**config.mk**
```make
export PLATFORM = sky130hd
export DESIGN_NAME = if_bpu_flat
export DESIGN_NICKNAME = d
export VERILOG_FILES = /design/src/rtl/if_bpu_pkg.sv /design/src/rtl/if_bpu_if.sv /design/src/rtl/if_bpu_dec.sv /design/src/rtl/if_bpu.sv /design/src/flat_wrapper.sv
export SDC_FILE = /design/constraint.sdc
export NUM_CORES = 1
export LEC_CHECK = 0
export CORE_ASPECT_RATIO = 1.5
export CORE_MARGIN = 2
export CORE_UTILIZATION = 53
export DETAILED_ROUTE_END_ITERATION = 10
export PLACE_DENSITY = 0.84
export SYNTH_ARGS = -nofsm -noshare
export SYNTH_HDL_FRONTEND = slang
export SYNTH_SLANG_ARGS = --single-unit
```
**constraint.sdc**
```tcl
create_clock -name clk_i -period 5.57 [get_ports clk_i]
set_clock_uncertainty 0.2 [all_clocks]
set_input_delay 1.114 -clock clk_i [delete_from_list [all_inputs] [get_ports clk_i]]
set_output_delay 1.114 -clock clk_i [all_outputs]
set_load 0.005 [all_outputs]
```
**src/rtl/if_bpu_pkg.sv**
```systemverilog
// Shared decode constants for the IF-stage branch prediction unit.
package if_bpu_pkg;

  localparam logic [6:0] OPC_JAL    = 7'b1101111;
  localparam logic [6:0] OPC_JALR   = 7'b1100111;
  localparam logic [6:0] OPC_BRANCH = 7'b1100011;

  // Bit positions inside the one-hot op_info vector produced by the decoder.
  localparam int OPI_JAL    = 0;
  localparam int OPI_JALR   = 1;
  localparam int OPI_BRANCH = 2;
  localparam int OPI_W      = 3;

  localparam logic [4:0] REG_RA = 5'd1;
  localparam logic [4:0] REG_T0 = 5'd5;

  typedef enum logic [1:0] {
    IMM_NONE = 2'd0,
    IMM_I    = 2'd1,
    IMM_B    = 2'd2,
    IMM_J    = 2'd3
  } imm_type_e;

  function automatic logic is_link(input logic [4:0] r);
    return (r == REG_RA) || (r == REG_T0);
  endfunction

endpackage

```
**src/rtl/if_bpu_if.sv**
```systemverilog
// Fetch/resolve bus between the fetch stage and the branch prediction unit.
interface if_bpu_if #(
  parameter int XLEN      = 32,
  parameter int RAS_DEPTH = 4
);
  localparam int CNT_W = $clog2(RAS_DEPTH) + 1;

  logic             if_valid_i;
  logic             if_stall_i;
  logic [XLEN-1:0]  if_pc_i;
  logic [31:0]      if_instr_i;
  logic             bpu_taken_o;
  logic [XLEN-1:0]  bpu_target_o;
  logic             ex_upd_valid_i;
  logic [XLEN-1:0]  ex_upd_pc_i;
  logic             ex_upd_taken_i;
  logic             ex_flush_i;
  logic [CNT_W-1:0] bpu_ras_cnt_o;

  modport master (
    output if_valid_i, if_stall_i, if_pc_i, if_instr_i,
    output ex_upd_valid_i, ex_upd_pc_i, ex_upd_taken_i, ex_flush_i,
    input  bpu_taken_o, bpu_target_o, bpu_ras_cnt_o
  );

  modport slave (
    input  if_valid_i, if_stall_i, if_pc_i, if_instr_i,
    input  ex_upd_valid_i, ex_upd_pc_i, ex_upd_taken_i, ex_flush_i,
    output bpu_taken_o, bpu_target_o, bpu_ras_cnt_o
  );
endinterface

```
**src/rtl/if_bpu_dec.sv**
```systemverilog
// Combinational mini-decode: control-flow class, rd/rs1 and sign-extended immediate.
module if_bpu_dec
  import if_bpu_pkg::*;
#(
  parameter int XLEN = 32
) (
  input  logic [31:0]      i_instr,
  output logic [OPI_W-1:0] o_op_info,
  output logic [4:0]       o_rd,
  output logic [4:0]       o_rs1,
  output logic [XLEN-1:0]  o_imm
);

  logic [6:0] w_opc;
  logic [2:0] w_f3;
  imm_type_e  w_imm_type;

  assign w_opc = i_instr[6:0];
  assign w_f3  = i_instr[14:12];
  assign o_rd  = i_instr[11:7];
  assign o_rs1 = i_instr[19:15];

  // Classify; funct3 values that are not legal for the opcode decode as non-control-flow.
  always_comb begin
    o_op_info  = '0;
    w_imm_type = IMM_NONE;
    case (w_opc)
      OPC_JAL: begin
        o_op_info[OPI_JAL] = 1'b1;
        w_imm_type         = IMM_J;
      end
      OPC_JALR: begin
        if (w_f3 == 3'b000) begin
          o_op_info[OPI_JALR] = 1'b1;
          w_imm_type          = IMM_I;
        end else begin
          o_op_info = '0;
        end
      end
      OPC_BRANCH: begin
        if ((w_f3 != 3'b010) && (w_f3 != 3'b011)) begin
          o_op_info[OPI_BRANCH] = 1'b1;
          w_imm_type            = IMM_B;
        end else begin
          o_op_info = '0;
        end
      end
      default: o_op_info = '0;
    endcase
  end

  always_comb begin
    case (w_imm_type)
      IMM_I:   o_imm = {{(XLEN-12){i_instr[31]}}, i_instr[31:20]};
      IMM_B:   o_imm = {{(XLEN-13){i_instr[31]}}, i_instr[31], i_instr[7],
                        i_instr[30:25], i_instr[11:8], 1'b0};
      IMM_J:   o_imm = {{(XLEN-21){i_instr[31]}}, i_instr[31], i_instr[19:12],
                        i_instr[20], i_instr[30:21], 1'b0};
      default: o_imm = '0;
    endcase
  end

endmodule

```
**src/rtl/if_bpu.sv**
```systemverilog
// IF-stage branch predictor: JAL, conditional branches (BTFN or 2-bit BHT) and RAS returns.
module if_bpu
  import if_bpu_pkg::*;
#(
  parameter int XLEN      = 32,
  parameter int BHT_DEPTH = 64,
  parameter int RAS_DEPTH = 4,
  parameter int PRED_MODE = 1
) (
  input  logic       clk_i,
  input  logic       rst_i,
  if_bpu_if.slave    bpu
);

  localparam int BHT_AW = $clog2(BHT_DEPTH);
  localparam int RAS_AW = $clog2(RAS_DEPTH);
  localparam int CNT_W  = RAS_AW + 1;
  localparam logic [CNT_W-1:0] CNT_MAX = CNT_W'(RAS_DEPTH);

  logic [OPI_W-1:0]  w_op_info;
  logic [4:0]        w_rd;
  logic [4:0]        w_rs1;
  logic [XLEN-1:0]   w_imm;
  logic [XLEN-1:0]   w_seq_pc;
  logic [XLEN-1:0]   w_rel_tgt;
  logic [XLEN-1:0]   w_ras_top;
  logic              w_rd_link;
  logic              w_rs1_link;
  logic              w_br_taken;
  logic              w_commit;
  logic              w_taken;
  logic [XLEN-1:0]   w_target;
  logic              w_push;
  logic              w_pop;

  logic [XLEN-1:0]   r_ras [RAS_DEPTH];
  logic [RAS_AW-1:0] r_ras_ptr;
  logic [CNT_W-1:0]  r_ras_cnt;

  if_bpu_dec #(.XLEN(XLEN)) u_dec (
    .i_instr   (bpu.if_instr_i),
    .o_op_info (w_op_info),
    .o_rd      (w_rd),
    .o_rs1     (w_rs1),
    .o_imm     (w_imm)
  );

  assign w_seq_pc   = bpu.if_pc_i + XLEN'(4);
  assign w_rel_tgt  = bpu.if_pc_i + w_imm;
  assign w_ras_top  = r_ras[r_ras_ptr - RAS_AW'(1)];
  assign w_rd_link  = is_link(w_rd);
  assign w_rs1_link = is_link(w_rs1);
  assign w_commit   = bpu.if_valid_i & ~bpu.if_stall_i & ~bpu.ex_flush_i & ~rst_i;

  generate
    if (PRED_MODE == 1) begin : g_bht
      logic [1:0]        r_bht [BHT_DEPTH];
      logic [BHT_AW-1:0] w_rd_idx;
      logic [BHT_AW-1:0] w_wr_idx;
      logic              w_unused_ok;

      assign w_rd_idx    = bpu.if_pc_i[BHT_AW+1:2];
      assign w_wr_idx    = bpu.ex_upd_pc_i[BHT_AW+1:2];
      assign w_br_taken  = r_bht[w_rd_idx][1];
      assign w_unused_ok = ^{bpu.ex_upd_pc_i[XLEN-1:BHT_AW+2], bpu.ex_upd_pc_i[1:0]};

      // Saturating 2-bit counter training from EX; reads see the pre-edge value.
      always_ff @(posedge clk_i) begin
        if (rst_i) begin
          for (int i = 0; i < BHT_DEPTH; i++) r_bht[i] <= 2'b01;
        end else if (bpu.ex_upd_valid_i) begin
          if (bpu.ex_upd_taken_i && (r_bht[w_wr_idx] != 2'b11))
            r_bht[w_wr_idx] <= r_bht[w_wr_idx] + 2'b01;
          else if (!bpu.ex_upd_taken_i && (r_bht[w_wr_idx] != 2'b00))
            r_bht[w_wr_idx] <= r_bht[w_wr_idx] - 2'b01;
        end
      end
    end else begin : g_btfn
      logic w_unused_ok;
      assign w_br_taken  = w_imm[XLEN-1];
      assign w_unused_ok = ^{bpu.ex_upd_valid_i, bpu.ex_upd_pc_i, bpu.ex_upd_taken_i};
    end
  endgenerate

  // Prediction and RAS intent; push+pop together means "replace top" (coroutine swap).
  always_comb begin
    w_taken  = 1'b0;
    w_target = '0;
    w_push   = 1'b0;
    w_pop    = 1'b0;
    if (!rst_i && bpu.if_valid_i) begin
      if (w_op_info[OPI_JAL]) begin
        w_taken  = 1'b1;
        w_target = w_rel_tgt;
        w_push   = w_rd_link;
      end else if (w_op_info[OPI_BRANCH]) begin
        w_taken  = w_br_taken;
        w_target = w_rel_tgt;
      end else if (w_op_info[OPI_JALR]) begin
        if (w_rd_link && w_rs1_link && (w_rd != w_rs1)) begin
          w_push = 1'b1;
          if (r_ras_cnt != '0) begin
            w_taken  = 1'b1;
            w_target = w_ras_top;
            w_pop    = 1'b1;
          end else begin
            w_taken = 1'b0;
          end
        end else if (w_rd_link) begin
          w_push = 1'b1;
        end else if (w_rs1_link) begin
          if (r_ras_cnt != '0) begin
            w_taken  = 1'b1;
            w_target = w_ras_top;
            w_pop    = 1'b1;
          end else begin
            w_taken = 1'b0;
          end
        end else begin
          w_taken = 1'b0;
        end
      end else begin
        w_taken = 1'b0;
      end
    end else begin
      w_taken = 1'b0;
    end
  end

  // Circular RAS: push on full overwrites the oldest slot, count saturates.
  always_ff @(posedge clk_i) begin
    if (rst_i) begin
      r_ras_ptr <= '0;
      r_ras_cnt <= '0;
      for (int i = 0; i < RAS_DEPTH; i++) r_ras[i] <= '0;
    end else if (w_commit) begin
      if (w_push && w_pop) begin
        r_ras[r_ras_ptr - RAS_AW'(1)] <= w_seq_pc;
      end else if (w_push) begin
        r_ras[r_ras_ptr] <= w_seq_pc;
        r_ras_ptr        <= r_ras_ptr + RAS_AW'(1);
        if (r_ras_cnt != CNT_MAX) r_ras_cnt <= r_ras_cnt + CNT_W'(1);
      end else if (w_pop) begin
        r_ras_ptr <= r_ras_ptr - RAS_AW'(1);
        r_ras_cnt <= r_ras_cnt - CNT_W'(1);
      end
    end
  end

  assign bpu.bpu_taken_o   = w_taken;
  assign bpu.bpu_target_o  = w_target;
  assign bpu.bpu_ras_cnt_o = r_ras_cnt;

endmodule
```
**src/flat_wrapper.sv**
```systemverilog
// flat-port wrapper written by rule: the top's interface ports become plain ports
module if_bpu_flat import if_bpu_pkg::*;
#(
  parameter int XLEN      = 32,
  parameter int BHT_DEPTH = 64,
  parameter int RAS_DEPTH = 4,
  parameter int PRED_MODE = 1
)
  (clk_i, rst_i, bpu_if_valid_i, bpu_if_stall_i, bpu_if_pc_i, bpu_if_instr_i, bpu_ex_upd_valid_i, bpu_ex_upd_pc_i, bpu_ex_upd_taken_i, bpu_ex_flush_i, bpu_bpu_taken_o, bpu_bpu_target_o, bpu_bpu_ras_cnt_o);
  if_bpu_if #(.XLEN(XLEN), .RAS_DEPTH(RAS_DEPTH)) bpu_i ();
  input  logic clk_i;
  input  logic rst_i;
  input wire logic [$bits(bpu_i.if_valid_i)-1:0] bpu_if_valid_i;
  input wire logic [$bits(bpu_i.if_stall_i)-1:0] bpu_if_stall_i;
  input wire logic [$bits(bpu_i.if_pc_i)-1:0] bpu_if_pc_i;
  input wire logic [$bits(bpu_i.if_instr_i)-1:0] bpu_if_instr_i;
  input wire logic [$bits(bpu_i.ex_upd_valid_i)-1:0] bpu_ex_upd_valid_i;
  input wire logic [$bits(bpu_i.ex_upd_pc_i)-1:0] bpu_ex_upd_pc_i;
  input wire logic [$bits(bpu_i.ex_upd_taken_i)-1:0] bpu_ex_upd_taken_i;
  input wire logic [$bits(bpu_i.ex_flush_i)-1:0] bpu_ex_flush_i;
  output wire logic [$bits(bpu_i.bpu_taken_o)-1:0] bpu_bpu_taken_o;
  output wire logic [$bits(bpu_i.bpu_target_o)-1:0] bpu_bpu_target_o;
  output wire logic [$bits(bpu_i.bpu_ras_cnt_o)-1:0] bpu_bpu_ras_cnt_o;
  assign bpu_i.if_valid_i = bpu_if_valid_i;
  assign bpu_i.if_stall_i = bpu_if_stall_i;
  assign bpu_i.if_pc_i = bpu_if_pc_i;
  assign bpu_i.if_instr_i = bpu_if_instr_i;
  assign bpu_i.ex_upd_valid_i = bpu_ex_upd_valid_i;
  assign bpu_i.ex_upd_pc_i = bpu_ex_upd_pc_i;
  assign bpu_i.ex_upd_taken_i = bpu_ex_upd_taken_i;
  assign bpu_i.ex_flush_i = bpu_ex_flush_i;
  assign bpu_bpu_taken_o = bpu_i.bpu_taken_o;
  assign bpu_bpu_target_o = bpu_i.bpu_target_o;
  assign bpu_bpu_ras_cnt_o = bpu_i.bpu_ras_cnt_o;
  if_bpu #(.XLEN(XLEN), .BHT_DEPTH(BHT_DEPTH), .RAS_DEPTH(RAS_DEPTH), .PRED_MODE(PRED_MODE)) u_core (.clk_i(clk_i), .rst_i(rst_i), .bpu(bpu_i));
endmodule
```
==> impl_metrics.ini, run 1 <==
[floorplanning]
initial_utilization_pct = 54.1
dieWidth_um = 146
io_pins = 139
rows = 77
core_mm2 = 0.0296
die_area_mm2 = 0.0316
die_h_um = 217

[layout]
fin_area_mm2 = 0.0198
synthToLayoutAreaGrowth_pct = 23.8
antenna_cells = 0
drive_above_1_share_pct = 27.5
nets = 1761

[clock_tree]
cts_sinks = 261
root_buffer = clkbuf_16
cts_tree = yes
hold_buffers = 0
cts_made_buffers = 24
htree_levels = 1
clock_latency_ps = 560
path_clk_slew_ps = 70
cts_buffer_depth = 3

[routing]
ant_nets = 0
drcViolationCount = 0
firstDrtPassIters = 7
drt_iter0_markers = 1762
routedWlPerCell_um = 25.2
via_count = 13900
wl_um = 51400
viasPerCell = 6.79

[grt]
grt_util_all_layers_pct = 31.1
grt_start_max_net_pins = 75
antenna_found_initial = 1
grt_pass1_vias = 14200
grt-ovfl-total = 0
grt_pass1_wl_um = 77300

[worst_hold_path]
min_path_type = reg -> reg

[job]
cap_violations = 0

[synthesis]
netlist.area_leader.share_pct = 48.1
synth_warnings = 0
synthCells = 1445
syn_area_mm2 = 0.0160
yosysMostFrequentCell = edfxtp_1
avgSynthCellArea_um2 = 11.1
synth_xor_area_share_pct = 3.56
synth.top_cells.by_count = edfxtp_1 (256), nor2_1 (222), nand2_1 (139)
synth.area.mux_share_pct = 10.9
async_reset_ff_share_pct = 0
syn_nets = 1574
synth-simple-area-share_pct = 17.1
synth_top_family_by_area = simple AND/OR/NAND/NOR gates
synth_top_area_cell = edfxtp_1
synth_seq_cells = 261
yosysUniqueCellTypes = 77
synthTopCellsByArea = edfxtp_1 (48%), mux4_2 (8.9%), nor2_1 (5.2%)
synth_seq_area_share_pct = 48.7
synth_adder_area_share_pct = 2.13
ys.flop_type = edfxtp_1
synth_edf_count = 256
synth_compound_area_share_pct = 12.4

[placement]
dp_slack_ps = -1550
placed_cell_area_mm2 = 0.0180
portBuffers = 112
gp_congestion = 0.949
post-dp-hpwl_um = 32000

[sta]
hold_violations = 0
setup_viol = 20
fin_crit_sh_pct = 114
setup_tns_ps = -10000
rsz0062_at_grt = true
worst_pin_slew_ps = 973
slew_viol_final = 0
layout_min_cycle_time_ps = 6350
fmax_ghz = 0.157
layout_setup_ws_ps = -780
max_slew_margin_pct = 35.1

[critical_path]
cp_max_fo = 5
critPathBufInv = 21
crit_path_top_delay_cell = o311ai_2
worstSetupEndpointType = output port
critical_path.top_delay_family = buffers and inverters
cp.required_ps = 4260
slowest_delay_ps = 270
cp-start-kind = input port
crit_path_frequent_cell = buf_4
critical_path_class = in -> out
arrival_ps = 5040

[pwr]
power_density_mw_per_mm2 = 232
design_power_total_mw = 4.59
ir_drop_mv = 0.221
power_leakage_nw = 7.25

[outcome]
outcome = finished, violations left
violations = negative setup slack
-- logic make-up after synthesis --
logic type | Yosys count
XOR/XNOR | 65
flip-flops | 261
multiplexers | 94
buffers and inverters | 175
adder cells (fa/ha/maj) | 26
AO/OA/AOI/OAI | 251
AND/OR/NAND/NOR | 573
-- final cells by class --
type                       count  area [µm²]
multi-input combinational   1009        8100
sequential                   261        7790
timing repair buffer         297        2450
fill                        1972        9790
inverter                      39         149
tap                          395         494
clock inverter                18         204
clock buffer                  26         608
-- worst reg2reg max path, delay by kind of cell, from the launching register on --
kind	cells	cell delay [ps]
and+or+nand+nor	3	870
muxes	2	760
AOI/OAI and AO/OA	3	650
DFF	1	420
buffers and inverters	1	310
-- layout by cell type, fill, tap and decap left out, types with 22 or more instances in the layout --
| master | n |
|---|---|
| mux2i_1 | 22 |
| xnor2_1 | 39 |
| buf_2 | 33 |
| inv_1 | 34 |
| edfxtp_1 | 256 |
| buf_4 | 164 |
| clkbuf_16 | 24 |
| clkdlybuf4s50_1 | 69 |
| a21oi_1 | 27 |
| a41o_1 | 64 |
| nand2_1 | 135 |
| mux4_2 | 63 |
| nor4_1 | 64 |
| nor2_1 | 218 |
-- timing repair --
action,4_1_cts,5_1_grt
setup endpoints to repair,29,28
setup buffers,53,8
gates resized for setup,191,70
pin swaps,71,52
-- worst paths after layout --
check	startpoint	to	slack, ps	depth (start not counted)
max reg2reg	u_core.g_bht.r_bht[52][1]	u_core.g_bht.r_bht[6][1]	2060	9
min reg2reg	u_core.bpu.bpu_ras_cnt_o[1]	u_core.bpu.bpu_ras_cnt_o[1]	390	2
min	u_core.bpu.bpu_ras_cnt_o[1]	u_core.bpu.bpu_ras_cnt_o[1]	390	2
max	bpu_if_instr_i[5]	bpu_bpu_target_o[31]	-780	30
-- flip-flops by register name, indices dropped and copies added (netlist names) --
register and flops:
u_core.bpu.bpu_ras_cnt_o 3, u_core.g_bht.r_bht 128, u_core.r_ras 128, u_core.r_ras_ptr 2
-- layer usage --
metal,routed length [µm],vias to the layer above,track usage [%]
met4,3700,2,20.3
met1,16600,6657,34.2
met2,26400,1073,55.7
met3,4780,301,4.95
li1,-,5847,-
met5,11,-,0
-- report_power, final --
part | total, mW | leakage [nW] | switching, mW | internal [mW]
clock network | 1.72 | 0.393 | 0.769 | 0.949
logic | 0.644 | 4.42 | 0.391 | 0.253
registers | 2.23 | 2.43 | 0.0235 | 2.21
-- stage by stage --
stage | utilization [%] | hold WS, ps | cells
floorplan | - | 327 | 1445
global placement | 61.0 | 356 | 1949
detailed placement | 61.0 | 369 | 1949
CTS | 65.9 | 382 | 2042
global route | 66.9 | 441 | 2045
finish | 66.9 | 394 | 2045
Note: power is estimated with default switching activity, not from simulation.
==> inputs of run 2 (changes only) <==
--- a/config.mk
+++ b/config.mk
@@ -10,6 +10,7 @@
 export CORE_UTILIZATION = 53
 export DETAILED_ROUTE_END_ITERATION = 10
 export PLACE_DENSITY = 0.84
+export SETUP_SLACK_MARGIN = 0.15
 export SYNTH_ARGS = -nofsm -noshare
 export SYNTH_HDL_FRONTEND = slang
 export SYNTH_SLANG_ARGS = --single-unit
==> impl_metrics.ini, run 2 (same netlist as run 1, synthesis figures left out) <==
[critical_path]
critical_path.top_delay_family = compound AO/OA/AOI/OAI gates
cp-start-kind = input port
reg2reg_slack_ps = 2140
critical_path_class = in -> out
arrival_ps = 4990
slowest_delay_ps = 540
regToRegEndpoint = u_core.g_bht.r_bht[24][1]
cp_max_fo = 6
cp.required_ps = 4260
cp_cell_sequence = buf_6 > or4b_4 > nor3_4 > buf_4 > or3_4 > and2_1 > ha_1 > a21o_1 > a21oi_2 > nor2_1 > a2111o_1 > buf_6 > a2111oi_4 > nor2_2 > buf_4 > a22oi_2 > xor2_1 > o2bb2ai_1 > buf_2
worstReg2RegStart = u_core.g_bht.r_bht[53][1]
crit_path_top_delay_cell = or4b_4
worstSetupEndpointType = output port
critPathBufInv = 5
reg2reg_depth = 9

[pwr]
switching_share_pct = 26.5
power_density_mw_per_mm2 = 230
ir_drop_mv = 0.202
p_comb_share_pct = 14.0
pwr-share-clk_pct = 36.4
design_power_total_mw = 4.51
power_leakage_nw = 7.20
p_sw_mw = 1.20
internal_power_mw = 3.31
pwr-share-seq_pct = 49.6

[layout]
layout_common_cells = edfxtp_1 (256), nor2_1 (220), buf_4 (163)
drive_above_1_share_pct = 26.8
fin_util_pct = 66.3
final_common_cell = edfxtp_1
synthToLayoutAreaGrowth_pct = 22.7
nets = 1762

[worst_hold_path]
min_path_type = reg -> reg
whs_endpoint = u_core.bpu.bpu_ras_cnt_o[1]
hold_depth = 2
hold_start = u_core.bpu.bpu_ras_cnt_o[1]

[sta]
rsz0062_at_grt = true
layout_min_cycle_time_ps = 6310
max_slew_margin_pct = 36.5
slew_viol_final = 0
worst_pin_slew_ps = 952
hold_violations = 0
setup_viol = 21
fmax_ghz = 0.159
layout_setup_ws_ps = -736
fin_crit_sh_pct = 113

[routing]
routedWlPerCell_um = 25.4
via_count = 14000
viasPerCell = 6.81
firstDrtPassIters = 8
drcViolationCount = 0
drt_iter0_markers = 1712
wl_um = 52000
ant_nets = 0

[outcome]
outcome = finished, violations left
violations = negative setup slack

[placement]
portBuffers = 112
gp_congestion = 0.973
post-dp-hpwl_um = 32700

[grt]
grt_pass1_vias = 14200
grt_pass1_wl_um = 78400
antenna_found_initial = 2
grt-ovfl-total = 0
grt_start_max_net_pins = 75
grt_util_all_layers_pct = 31.4

[floorplanning]
rows = 77
core_mm2 = 0.0296
io_pins = 139
initial_utilization_pct = 54.1
dieWidth_um = 146
die_h_um = 217
die_area_mm2 = 0.0316

[clock_tree]
cts_sinks = 261
path_clk_slew_ps = 60
clock_latency_ps = 560
cts_tree = yes
htree_levels = 1
hold_buffers = 0
cts_made_buffers = 24
cts_buffer_depth = 3
root_buffer = clkbuf_16

[job]
cap_violations = 0
-- run 2: cell types whose count changed in the layout (fill, tap and decap cells not counted), moves of 3 or more --
cell        change
nand2_2         -3
clkinvlp_4      +4
nand2_1         +3
a21oi_2         +4
a21oi_1         -3
-- run 2: cell type report --
type	instances	area [µm²]
inverter	39	146
clock inverter	19	169
sequential	261	7790
clock buffer	25	604
timing repair buffer	298	2470
antenna	1	2.50
multi-input combinational	1009	7940
fill	2047	9960
tap	395	494
-- run 2: power by group through the flow --
stage               Clock, mW  Combinational (mW)  Sequential, mW
detailed placement          0               0.575            2.27
global placement            0               0.564            2.27
finish                   1.64               0.633            2.23
floorplan                   0               0.374            2.26
CTS                      1.63               0.595            2.23
global route             1.71               0.657            2.24
-- run 2: worst max-delay path by stage --
stage | startpoint | endpoint | slack, ps | cells after the start
final | bpu_if_instr_i[12] | bpu_bpu_target_o[25] | -740 | 19
after global routing | bpu_if_instr_i[12] | bpu_bpu_target_o[21] | -890 | 19
after CTS | bpu_if_instr_i[12] | bpu_bpu_target_o[29] | -660 | 18
after detailed placement | bpu_if_instr_i[2] | bpu_bpu_target_o[26] | -1600 | 18
after global placement | bpu_if_instr_i[2] | bpu_bpu_target_o[28] | -1440 | 18
after floorplan | bpu_if_instr_i[3] | bpu_bpu_target_o[29] | -120 | 15
-- run 2: through the flow --
step	instances	cell area, µm²	worst slack, ps	setup TNS (ps)	hold WS (ps)
detailed placement	1955	18100	-1600	-29370	366
global placement	1955	18100	-1440	-26200	341
CTS	2033	19300	-663	-7510	377
global route	2047	19600	-885	-13450	401
finish	2047	19600	-736	-10770	377
floorplan	1445	16100	-122	-652	327
-- run 2: worst min-delay path: cells and delay by family (launching register included) --
kind	cells	cell delay [ps]
compound gates	2	170
flops	1	370
-- run 2: per-layer routing --
metal  track usage [%]  up-vias  share of wire (%)
li1                  -     5859                  -
met1              34.9     6723                 32
met2              55.1     1097                 50
met3              5.16      271                 10
met4              21.2        0                7.3
met5                 0        -                  0
-- run 2: repair_timing --
action,in CTS,in global routing
gates resized for setup,184,54
setup endpoints to repair,31,28
pin swaps,54,38
setup buffers,34,13
hold endpoints to repair,0,0
